## src/rtl/csr_write_seq_pkg.sv

```systemverilog
// Shared types and constants for the machine-mode CSR write sequencer.
// State enum, op encodings, mstatus fields and CSR addresses.
package pipes;

  localparam int XLEN = 64;

  localparam logic [1:0] CSR_OP_RW = 2'b01;
  localparam logic [1:0] CSR_OP_RS = 2'b10;
  localparam logic [1:0] CSR_OP_RC = 2'b11;

  localparam int MSTATUS_MIE    = 3;
  localparam int MSTATUS_MPIE   = 7;
  localparam int MSTATUS_MPP_LO = 11;

  localparam logic [11:0] CSR_MSTATUS  = 12'h300;
  localparam logic [11:0] CSR_MTVEC    = 12'h305;
  localparam logic [11:0] CSR_MSCRATCH = 12'h340;
  localparam logic [11:0] CSR_MEPC     = 12'h341;
  localparam logic [11:0] CSR_MCAUSE   = 12'h342;
  localparam logic [11:0] CSR_MTVAL    = 12'h343;

  typedef enum logic [2:0] {
    IDLE,
    W_INST,
    W_MEPC,
    W_MCAUSE,
    W_MTVAL,
    W_MSTATUS_T,
    W_MSTATUS_R,
    REDIRECT
  } csr_seq_state_t;

  typedef struct packed {
    logic [XLEN-1:0] mstatus;
    logic [XLEN-1:0] mtvec;
    logic [XLEN-1:0] mepc;
  } csr_t;

  function automatic logic [XLEN-1:0] mstatus_trap(
    input logic [XLEN-1:0] s
  );
    logic [XLEN-1:0] r;
    r = s;
    r[MSTATUS_MPIE] = s[MSTATUS_MIE];
    r[MSTATUS_MIE] = 1'b0;
    r[MSTATUS_MPP_LO+1:MSTATUS_MPP_LO] = 2'b11;
    return r;
  endfunction

  function automatic logic [XLEN-1:0] mstatus_mret(
    input logic [XLEN-1:0] s
  );
    logic [XLEN-1:0] r;
    r = s;
    r[MSTATUS_MIE] = s[MSTATUS_MPIE];
    r[MSTATUS_MPIE] = 1'b1;
    r[MSTATUS_MPP_LO+1:MSTATUS_MPP_LO] = 2'b00;
    return r;
  endfunction

endpackage

```

## src/rtl/csr_write_seq_trap_target.sv

```systemverilog
// Trap PC from mtvec and mcause: direct mode, or vectored
// for interrupts when mtvec[1:0]==01. Wraps modulo 2^WIDTH.
module csr_trap_target #(
  parameter int WIDTH = 64
) (
  input  logic [WIDTH-1:0] mtvec,
  input  logic [WIDTH-1:0] cause,
  output logic [WIDTH-1:0] target
);

  logic [WIDTH-1:0] base;
  logic [WIDTH-1:0] offs;
  logic             vec;

  assign base = {mtvec[WIDTH-1:2], 2'b00};
  assign offs = {cause[WIDTH-3:0], 2'b00};
  assign vec  = (mtvec[1:0] == 2'b01) & cause[WIDTH-1];

  // Interrupt vectoring adds 4*cause to the aligned base
  always_comb begin
    target = base;
    if (vec) target = base + offs;
  end

endmodule

```

## src/rtl/csr_write_seq.sv

```systemverilog
// Write sequencer for the M-mode CSR file: CSR ops, trap entry, MRET.
// Optional mtval write in trap entry: define CSR_SEQ_MTVAL_EN.
module csr_write_seq
  import pipes::*;
#(
  parameter int WIDTH = 64
) (
  input  logic             clk,
  input  logic             reset,
  input  csr_t             csr_i,
  input  logic             inst_valid,
  output logic             inst_ready,
  input  logic [1:0]       inst_op,
  input  logic [11:0]      inst_addr,
  input  logic [WIDTH-1:0] inst_src,
  output logic [11:0]      csr_rd_addr,
  input  logic [WIDTH-1:0] csr_rd_data,
  output logic             inst_done,
  output logic [WIDTH-1:0] inst_old,
  input  logic             trap_valid,
  output logic             trap_ready,
  input  logic [WIDTH-1:0] trap_pc,
  input  logic [WIDTH-1:0] trap_cause,
  input  logic [WIDTH-1:0] trap_tval,
  input  logic             mret_valid,
  output logic             mret_ready,
  output logic             wen,
  output logic [11:0]      wa,
  output logic [WIDTH-1:0] wd,
  output logic             redirect_valid,
  output logic [WIDTH-1:0] redirect_pc,
  output logic             busy
);

  csr_seq_state_t   state;
  logic [WIDTH-1:0] cause_q;
  logic [WIDTH-1:0] mtvec_q;
  logic [WIDTH-1:0] mepc_q;
  logic [WIDTH-1:0] trap_tgt;
  logic [WIDTH-1:0] inst_wd;
  logic             inst_wen;
  logic             idle;

`ifdef CSR_SEQ_MTVAL_EN
  logic [WIDTH-1:0] tval_q;
`else
  logic             unused_tval;
  assign unused_tval = ^trap_tval;
`endif

  assign idle        = (state == IDLE);
  assign trap_ready  = reset & idle;
  assign mret_ready  = reset & idle & ~trap_valid;
  assign inst_ready  = reset & idle & ~trap_valid & ~mret_valid;
  assign csr_rd_addr = inst_addr;

  csr_trap_target #(.WIDTH(WIDTH)) u_tgt (
    .mtvec  (mtvec_q),
    .cause  (cause_q),
    .target (trap_tgt)
  );

  // Write data for an incoming CSR op; set/clear by zero skips the write
  always_comb begin
    inst_wd  = inst_src;
    inst_wen = 1'b1;
    unique case (inst_op)
      CSR_OP_RW: inst_wd = inst_src;
      CSR_OP_RS: inst_wd = csr_rd_data | inst_src;
      CSR_OP_RC: inst_wd = csr_rd_data & ~inst_src;
      default:   inst_wen = 1'b0;
    endcase
    if (inst_op != CSR_OP_RW && inst_src == '0) inst_wen = 1'b0;
  end

  // Sequencer FSM; outputs are registered alongside the next state
  always_ff @(posedge clk or negedge reset) begin
    if (!reset) begin
      state          <= IDLE;
      cause_q        <= '0;
      mtvec_q        <= '0;
      mepc_q         <= '0;
`ifdef CSR_SEQ_MTVAL_EN
      tval_q         <= '0;
`endif
      wen            <= 1'b0;
      wa             <= '0;
      wd             <= '0;
      inst_done      <= 1'b0;
      inst_old       <= '0;
      redirect_valid <= 1'b0;
      redirect_pc    <= '0;
      busy           <= 1'b0;
    end else begin
      wen            <= 1'b0;
      wa             <= '0;
      wd             <= '0;
      inst_done      <= 1'b0;
      inst_old       <= '0;
      redirect_valid <= 1'b0;
      redirect_pc    <= '0;
      busy           <= 1'b1;
      unique case (state)
        IDLE: begin
          busy    <= 1'b0;
          mtvec_q <= csr_i.mtvec[WIDTH-1:0];
          mepc_q  <= csr_i.mepc[WIDTH-1:0];
          if (trap_valid) begin
            state   <= W_MEPC;
            cause_q <= trap_cause;
`ifdef CSR_SEQ_MTVAL_EN
            tval_q  <= trap_tval;
`endif
            wen     <= 1'b1;
            wa      <= CSR_MEPC;
            wd      <= trap_pc;
            busy    <= 1'b1;
          end else if (mret_valid) begin
            state <= W_MSTATUS_R;
            wen   <= 1'b1;
            wa    <= CSR_MSTATUS;
            wd    <= WIDTH'(mstatus_mret(csr_i.mstatus));
            busy  <= 1'b1;
          end else if (inst_valid) begin
            state     <= W_INST;
            wen       <= inst_wen;
            wa        <= inst_wen ? inst_addr : 12'h000;
            wd        <= inst_wen ? inst_wd : '0;
            inst_done <= 1'b1;
            inst_old  <= csr_rd_data;
            busy      <= 1'b1;
          end
        end
        W_INST: begin
          state <= IDLE;
          busy  <= 1'b0;
        end
        W_MEPC: begin
          state <= W_MCAUSE;
          wen   <= 1'b1;
          wa    <= CSR_MCAUSE;
          wd    <= cause_q;
        end
        W_MCAUSE: begin
`ifdef CSR_SEQ_MTVAL_EN
          state <= W_MTVAL;
          wen   <= 1'b1;
          wa    <= CSR_MTVAL;
          wd    <= tval_q;
`else
          state <= W_MSTATUS_T;
          wen   <= 1'b1;
          wa    <= CSR_MSTATUS;
          wd    <= WIDTH'(mstatus_trap(csr_i.mstatus));
`endif
        end
        W_MTVAL: begin
          state <= W_MSTATUS_T;
          wen   <= 1'b1;
          wa    <= CSR_MSTATUS;
          wd    <= WIDTH'(mstatus_trap(csr_i.mstatus));
        end
        W_MSTATUS_T: begin
          state          <= REDIRECT;
          redirect_valid <= 1'b1;
          redirect_pc    <= trap_tgt;
        end
        W_MSTATUS_R: begin
          state          <= REDIRECT;
          redirect_valid <= 1'b1;
          redirect_pc    <= mepc_q;
        end
        REDIRECT: begin
          state <= IDLE;
          busy  <= 1'b0;
        end
        default: begin
          state <= IDLE;
          busy  <= 1'b0;
        end
      endcase
    end
  end

endmodule

```

## config.mk

```make
export PLATFORM = sky130hd
export DESIGN_NAME = csr_write_seq
export DESIGN_NICKNAME = d
export VERILOG_FILES = /design/src/rtl/csr_write_seq_pkg.sv /design/src/rtl/csr_write_seq_trap_target.sv /design/src/rtl/csr_write_seq.sv
export SDC_FILE = /design/constraint.sdc
export NUM_CORES = 1
export LEC_CHECK = 0
export CORE_MARGIN = 8
export CORE_UTILIZATION = 25
export DETAILED_ROUTE_END_ITERATION = 12
export REMOVE_ABC_BUFFERS = 1
export SETUP_SLACK_MARGIN = 0.2
export SYNTH_ARGS = -nofsm -noshare
export SYNTH_HDL_FRONTEND = slang
export SYNTH_SLANG_ARGS = --single-unit
```

## constraint.sdc

```tcl
create_clock -name clk -period 4.8 [get_ports clk]
set_clock_uncertainty 0.15 [all_clocks]
set_input_delay 1.44 -clock clk [delete_from_list [all_inputs] [get_ports clk]]
set_output_delay 1.44 -clock clk [all_outputs]
set_load 0.02 [all_outputs]
```

Yosys cells after proc, flatten, opt, wreduce, memory -nomap -nowiden --
Index checks and enable logic that the tools add are counted.
Storage, ports and cells: register bits after elaboration 403, input port bits 531, output and inout bits 223, word-level logic and storage cells 79
Cells by class: add/subtract/negate cells 1, equality and inequality tests 13, muxes and demuxes 35, bitwise logic cells 9, reductions and logical operators 9
Operators by type and width (count):
- 64-bit 2-to-1 mux | 9
- 64-bit one-hot mux with 2 select lines | 2
- 64-bit one-hot mux with 3 select lines | 1
- 64-bit adder | 1
- 64-bit bitwise AND | 1
- 64-bit zero test | 1
- 64-bit NOT | 1
- 64-bit bitwise OR | 1
- 12-bit 2-to-1 mux | 4
- 12-bit one-hot mux with 3 select lines | 1
- 3-bit one-hot mux with 5 select lines | 1
- 3-bit equality test, second input constant | 4
- 1-bit 2-to-1 mux | 12
- 3-bit 2-to-1 mux | 3
- 3-bit by 2-bit equality test with 1-bit output, second input constant | 2
- 2-bit OR reduction | 3
- 3-bit OR reduction | 2
- 1-bit bitwise AND | 4
- 2-bit by 1-bit equality test with 1-bit output, second input constant | 2
- 2-bit equality test, second input constant | 2
- 4-bit inequality test, second input constant | 1
- 1-bit one-hot mux with 2 select lines | 2
- 3-bit by 1-bit equality test with 1-bit output, second input constant | 1
- 3-bit zero test | 1
- 4 further kinds | 5

Longest topological paths before layout --
depth in word-level cells 9, gate-level depth with buffers 13, mapped depth without buffers 13

Modules after synthesis --
Synthesis repeated with hierarchy kept, for this count alone.
Unflattened totals: cells, all modules 2554, area, all modules 22693.0 um^2
Modules (own cells, without submodules):
- csr_write_seq | instances 1, cells each 1882, area each 18320.1 um^2, seq. area each 10084.7 um^2
- csr_trap_target | instances 1, cells each 672, area each 4372.9 um^2, seq. area each 0.0 um^2

Worst setup path after synthesis --
Ideal clock, no wire load.
kind input port to output port, start input port mret_valid, end output port inst_ready, arrival 2.518 ns, data required time 3.210 ns, slack 0.692 ns, stages on the path 4, buffers on the path 3, cell sequence clkbuf_1 clkbuf_1 buf_1 nor3_1
On the way: cells in the longest elaborated chain, start to end 2
Ends and longest elaborated chain:
- start, declared | RTL line csr_write_seq.sv:25 | input logic mret_valid,
- 1-bit NOT | RTL line csr_write_seq.sv:54 | assign inst_ready = reset & idle & ~trap_valid & ~mret_valid;
- 1-bit bitwise AND | RTL line csr_write_seq.sv:54
- end, declared | RTL line csr_write_seq.sv:12 | output logic inst_ready,
No other way between the ends.

Worst setup path after layout --
start input port inst_src[31], end register wd[46]
On the way: cells in the longest elaborated chain, start to end 8
Ends and longest elaborated chain:
- start, declared | RTL line csr_write_seq.sv:15 | input logic [WIDTH-1:0] inst_src,
- 64-bit zero test | RTL line csr_write_seq.sv:73 | if (inst_op != CSR_OP_RW && inst_src == '0) inst_wen = 1'b0;
- 1-bit logical AND | RTL line csr_write_seq.sv:73
- 1-bit 2-to-1 mux | RTL line csr_write_seq.sv:73
- 64-bit 2-to-1 mux | RTL line csr_write_seq.sv:128 | wd <= inst_wen ? inst_wd : '0;
- 64-bit 2-to-1 mux | RTL line csr_write_seq.sv:124 | end else if (inst_valid) begin
- 64-bit 2-to-1 mux | RTL line csr_write_seq.sv:118 | end else if (mret_valid) begin
- 64-bit 2-to-1 mux | RTL line csr_write_seq.sv:108 | if (trap_valid) begin
- 64-bit one-hot mux with 3 select lines | RTL line csr_write_seq.sv:103 | unique case (state)
- end signal, assigned | RTL line csr_write_seq.sv:116 | wd <= trap_pc;
- end signal, assigned | RTL line csr_write_seq.sv:122 | wd <= WIDTH'(mstatus_mret(csr_i.mstatus));
- end signal, assigned | RTL line csr_write_seq.sv:128
- end, declared | RTL line csr_write_seq.sv:29 | output logic [WIDTH-1:0] wd,
No other way between the ends. A chain may end at the register's enable or synchronous reset.

==> run_results.csv <==
group,metric,value,unit
timing,rsz0062_at_grt,"false",
run,maxCapViolCount,0,
placement,gp_congestion,0.881,
critical_path,crit_path_end_kind,"flop",
critical_path,worstSetupPathType,"input pin to flop",
cts,clk_latency,0.60,ns
timing,final-hold-violation-count,0,
power_and_ir_drop,ir_drop,0.362,mV
synth,synth_ff_type,"dfrtp_1",
finish,layout_commonest_cell,"clkdlybuf4s50_1",
cts,ctsHoldBuffers,0,
finish,area_delta_synth_final,47.1,%
finish,layout_common_cells,"clkdlybuf4s50_1, nand2_1, dfrtp_1",
cts,cts.clk_slew.worst_paths,0.06,ns
finish,fillers,8815,
placement,io_buffers,687,
timing,setup_slack,0.398,ns
finish,design_area,0.0317,mm²
synth,synth-edff-count,0,
floorplan,io_pins,754,
finish,nets,3632,
grt,top_usage_layer,"met2",
grt,grt_max_degree,154,
cts,htree_levels,2,
route,drt_iter0_markers,1421,
floorplan,start_util,0.253,
timing,finalSetupViolCount,0,
cts,post_cts_buffers,0,
floorplan,rows,107,
timing,timing.final.crit_share,0.917,
power_and_ir_drop,leakage,13.6,nW
synth,yosysWarnings,0,
cts,numCtsBuffers,49,
timing,slew_violations,0,
synth,syn_inst,2413,
critical_path,critical_path.max_fanout,18,
floorplan,die_w,310,µm
placement,placed_area,0.0299,mm²
finish,drive_gt1_frac,0.101,
hold_path,hold_class,"flop to flop",
synth,synth_area,0.0216,mm²
route,routedWlPerCell,25.6,µm
critical_path,crit_arrival,4.71,ns
floorplan,design.core.area,0.0854,mm²
status,status,"finished clean",
synth,synth.distinct_cells,64,
power_and_ir_drop,finalPower,0.0206,W
synth,syn_area_per_cell,8.94,µm²
synth,ys_seq_area_frac,0.467,
placement,post-dp-hpwl,82700,µm
floorplan,chipHeight,310,µm
route,firstDrtPassIters,5,
grt,antenna_found_initial,21,
grt,grt-ovfl-total,0,
timing,hold_slack,0.317,ns
route,drtAntennaViolNets,0,
critical_path,critPathLaunchType,"input pin",
timing,max_freq,227,MHz
synth,ys_async_sr_fraction,1.00,
cts,max-clock-path-buffers,3,
route,drt-vias-per-instance,5.05,
grt,use_met2,0.360,
cts,cts_tree,"built",
timing,worstMarginPinSlew,1.26,ns
grt,grt_pass1_wl,153000,µm
grt,grt_use_total,0.216,
power_and_ir_drop,powerDensity,648,mW/mm²
cts,cts_sinks,403,
route,totalWireLength,109000,µm
grt,use_met3,0.0672,
floorplan,dieArea,0.0960,mm²
route,drc,0,
grt,use_met1,0.261,
timing,slew_headroom,0.156,
timing,min_period,4.40,ns
cts,cts_root_buf,"clkbuf_16",
synth,ys_ff_latch,403,
placement,place_ws,-0.275,ns
grt,first_global_vias,21600,
route,num_vias,21400,
critical_path,worst_ep_required_time,5.10,ns
critical path, stage by stage:
cell             delay [ns]
clkdlybuf4s50_1        0.47
nor4_2                 0.41
buf_4                  0.23
nand4_1                0.24
or4_1                  0.59
o221ai_4               0.23
buf_12                 0.19
buf_4                  0.12
a2111oi_1              0.03
clkbuf_2               0.19
a21oi_1                0.13
o21ai_0                0.09
a22oi_1                0.20
o21ai_0                0.09
final cells by class:
class | count | area, µm² | area share
Sequential cell | 403 | 10100 | 0.318
Multi-Input combinational cell | 1809 | 10800 | 0.340
Clock inverter | 21 | 269 | 0.00848
Inverter | 21 | 78.8 | 0.00248
Clock buffer | 70 | 1490 | 0.0468
Antenna cell | 13 | 32.5 | 0.00102
Tap cell | 1144 | 1430 | 0.0451
Timing Repair Buffer | 755 | 7550 | 0.238
synth_stat cells (all sizes together), types with 3 or more instances:
cell	number	area share
clkbuf	158	0.027
nor3	12	0.0030
inv	21	0.0037
a31oi	11	0.0032
nand3	24	0.0056
o21a	6	0.0021
o31ai	6	0.0023
a22o	4	0.0016
o31a	3	0.0012
and2	84	0.024
dfrtp	403	0.47
nor4	19	0.0055
nor2	73	0.013
a221oi	3	0.0015
xnor2	34	0.014
mux2i	3	0.0014
and3	10	0.0029
nand2b	5	0.0014
nand3b	5	0.0017
a41oi	3	0.0016
nor2b	7	0.0020
and4	3	0.0012
a22oi	87	0.030
or2	4	0.0012
xor2	24	0.0097
o221ai	5	0.0020
nand2	599	0.10
o21bai	18	0.0068
mux2	119	0.062
a222oi	5	0.0023
a21oi	228	0.053
a2111oi	56	0.023
o21ai	217	0.050
buf	22	0.0060
ha	61	0.035
a41o	3	0.0014
a21o	34	0.012
or3	3	0.00087
nand4	14	0.0041
state kept, by name, summed over array words and instances, names as in the netlist:
register	cells
cause_q	64
inst_old	64
mepc_q	64
mtvec_q	64
redirect_pc	64
wd	64
wa	12
state	3
busy	1
inst_done	1
redirect_valid	1
wen	1
repair_timing:
item / in CTS / in global routing
gates resized for setup: 0 / 1
setup endpoints to repair: 0 / 2
hold endpoints to repair: 0 / 0
cell families after synthesis:
family / count (synthesis) / share of synthesized area
muxes: 122 / 0.0635
xor gates and xnor gates: 58 / 0.0235
buffers and inverters: 201 / 0.0371
AOI/OAI and AO/OA: 700 / 0.200
adders and majority gates: 62 / 0.0363
DFF: 403 / 0.467
and+or+nand+nor: 867 / 0.173
through the flow:
| stage | util | setup TNS [ns] | cells |
|---|---|---|---|
| after floorplan | - | -549.27 | 2233 |
| after global placement | 0.350 | -5.81 | 4131 |
| after detailed placement | 0.350 | -8.27 | 4131 |
| after CTS | 0.371 | 0 | 4222 |
| after global routing | 0.371 | 0 | 4232 |
| final | 0.372 | 0 | 4236 |
power breakdown:
part	internal (W)	switching (W)
clock	0.00243	0.00162
combinational	0.00435	0.00647
sequential	0.00468	0.00101
total	0.0115	0.00910
metal layers:
metal	share of wire	up-vias	wire length, µm
met3	0.093	178	10100
li1	-	9775	-
met4	0.039	12	4280
met2	0.47	871	51100
met5	0.00066	-	72
met1	0.40	10600	43100
path summary, 6_finish.rpt:
check | endpoint | depth (start not counted) | from | slack [ns]
max reg2reg | redirect_pc[63] | 12 | cause_q[15] | 0.45
min reg2reg | mepc_q[0] | 2 | mepc_q[0] | 0.32
min | mepc_q[0] | 2 | mepc_q[0] | 0.32
max in group asynchronous | mepc_q[27] | 4 | reset | 1.82
max | wd[46] | 14 | inst_src[31] | 0.40
min in group asynchronous | wa[4] | 2 | reset | 0.78
Note: power is estimated with default switching activity, not from simulation.
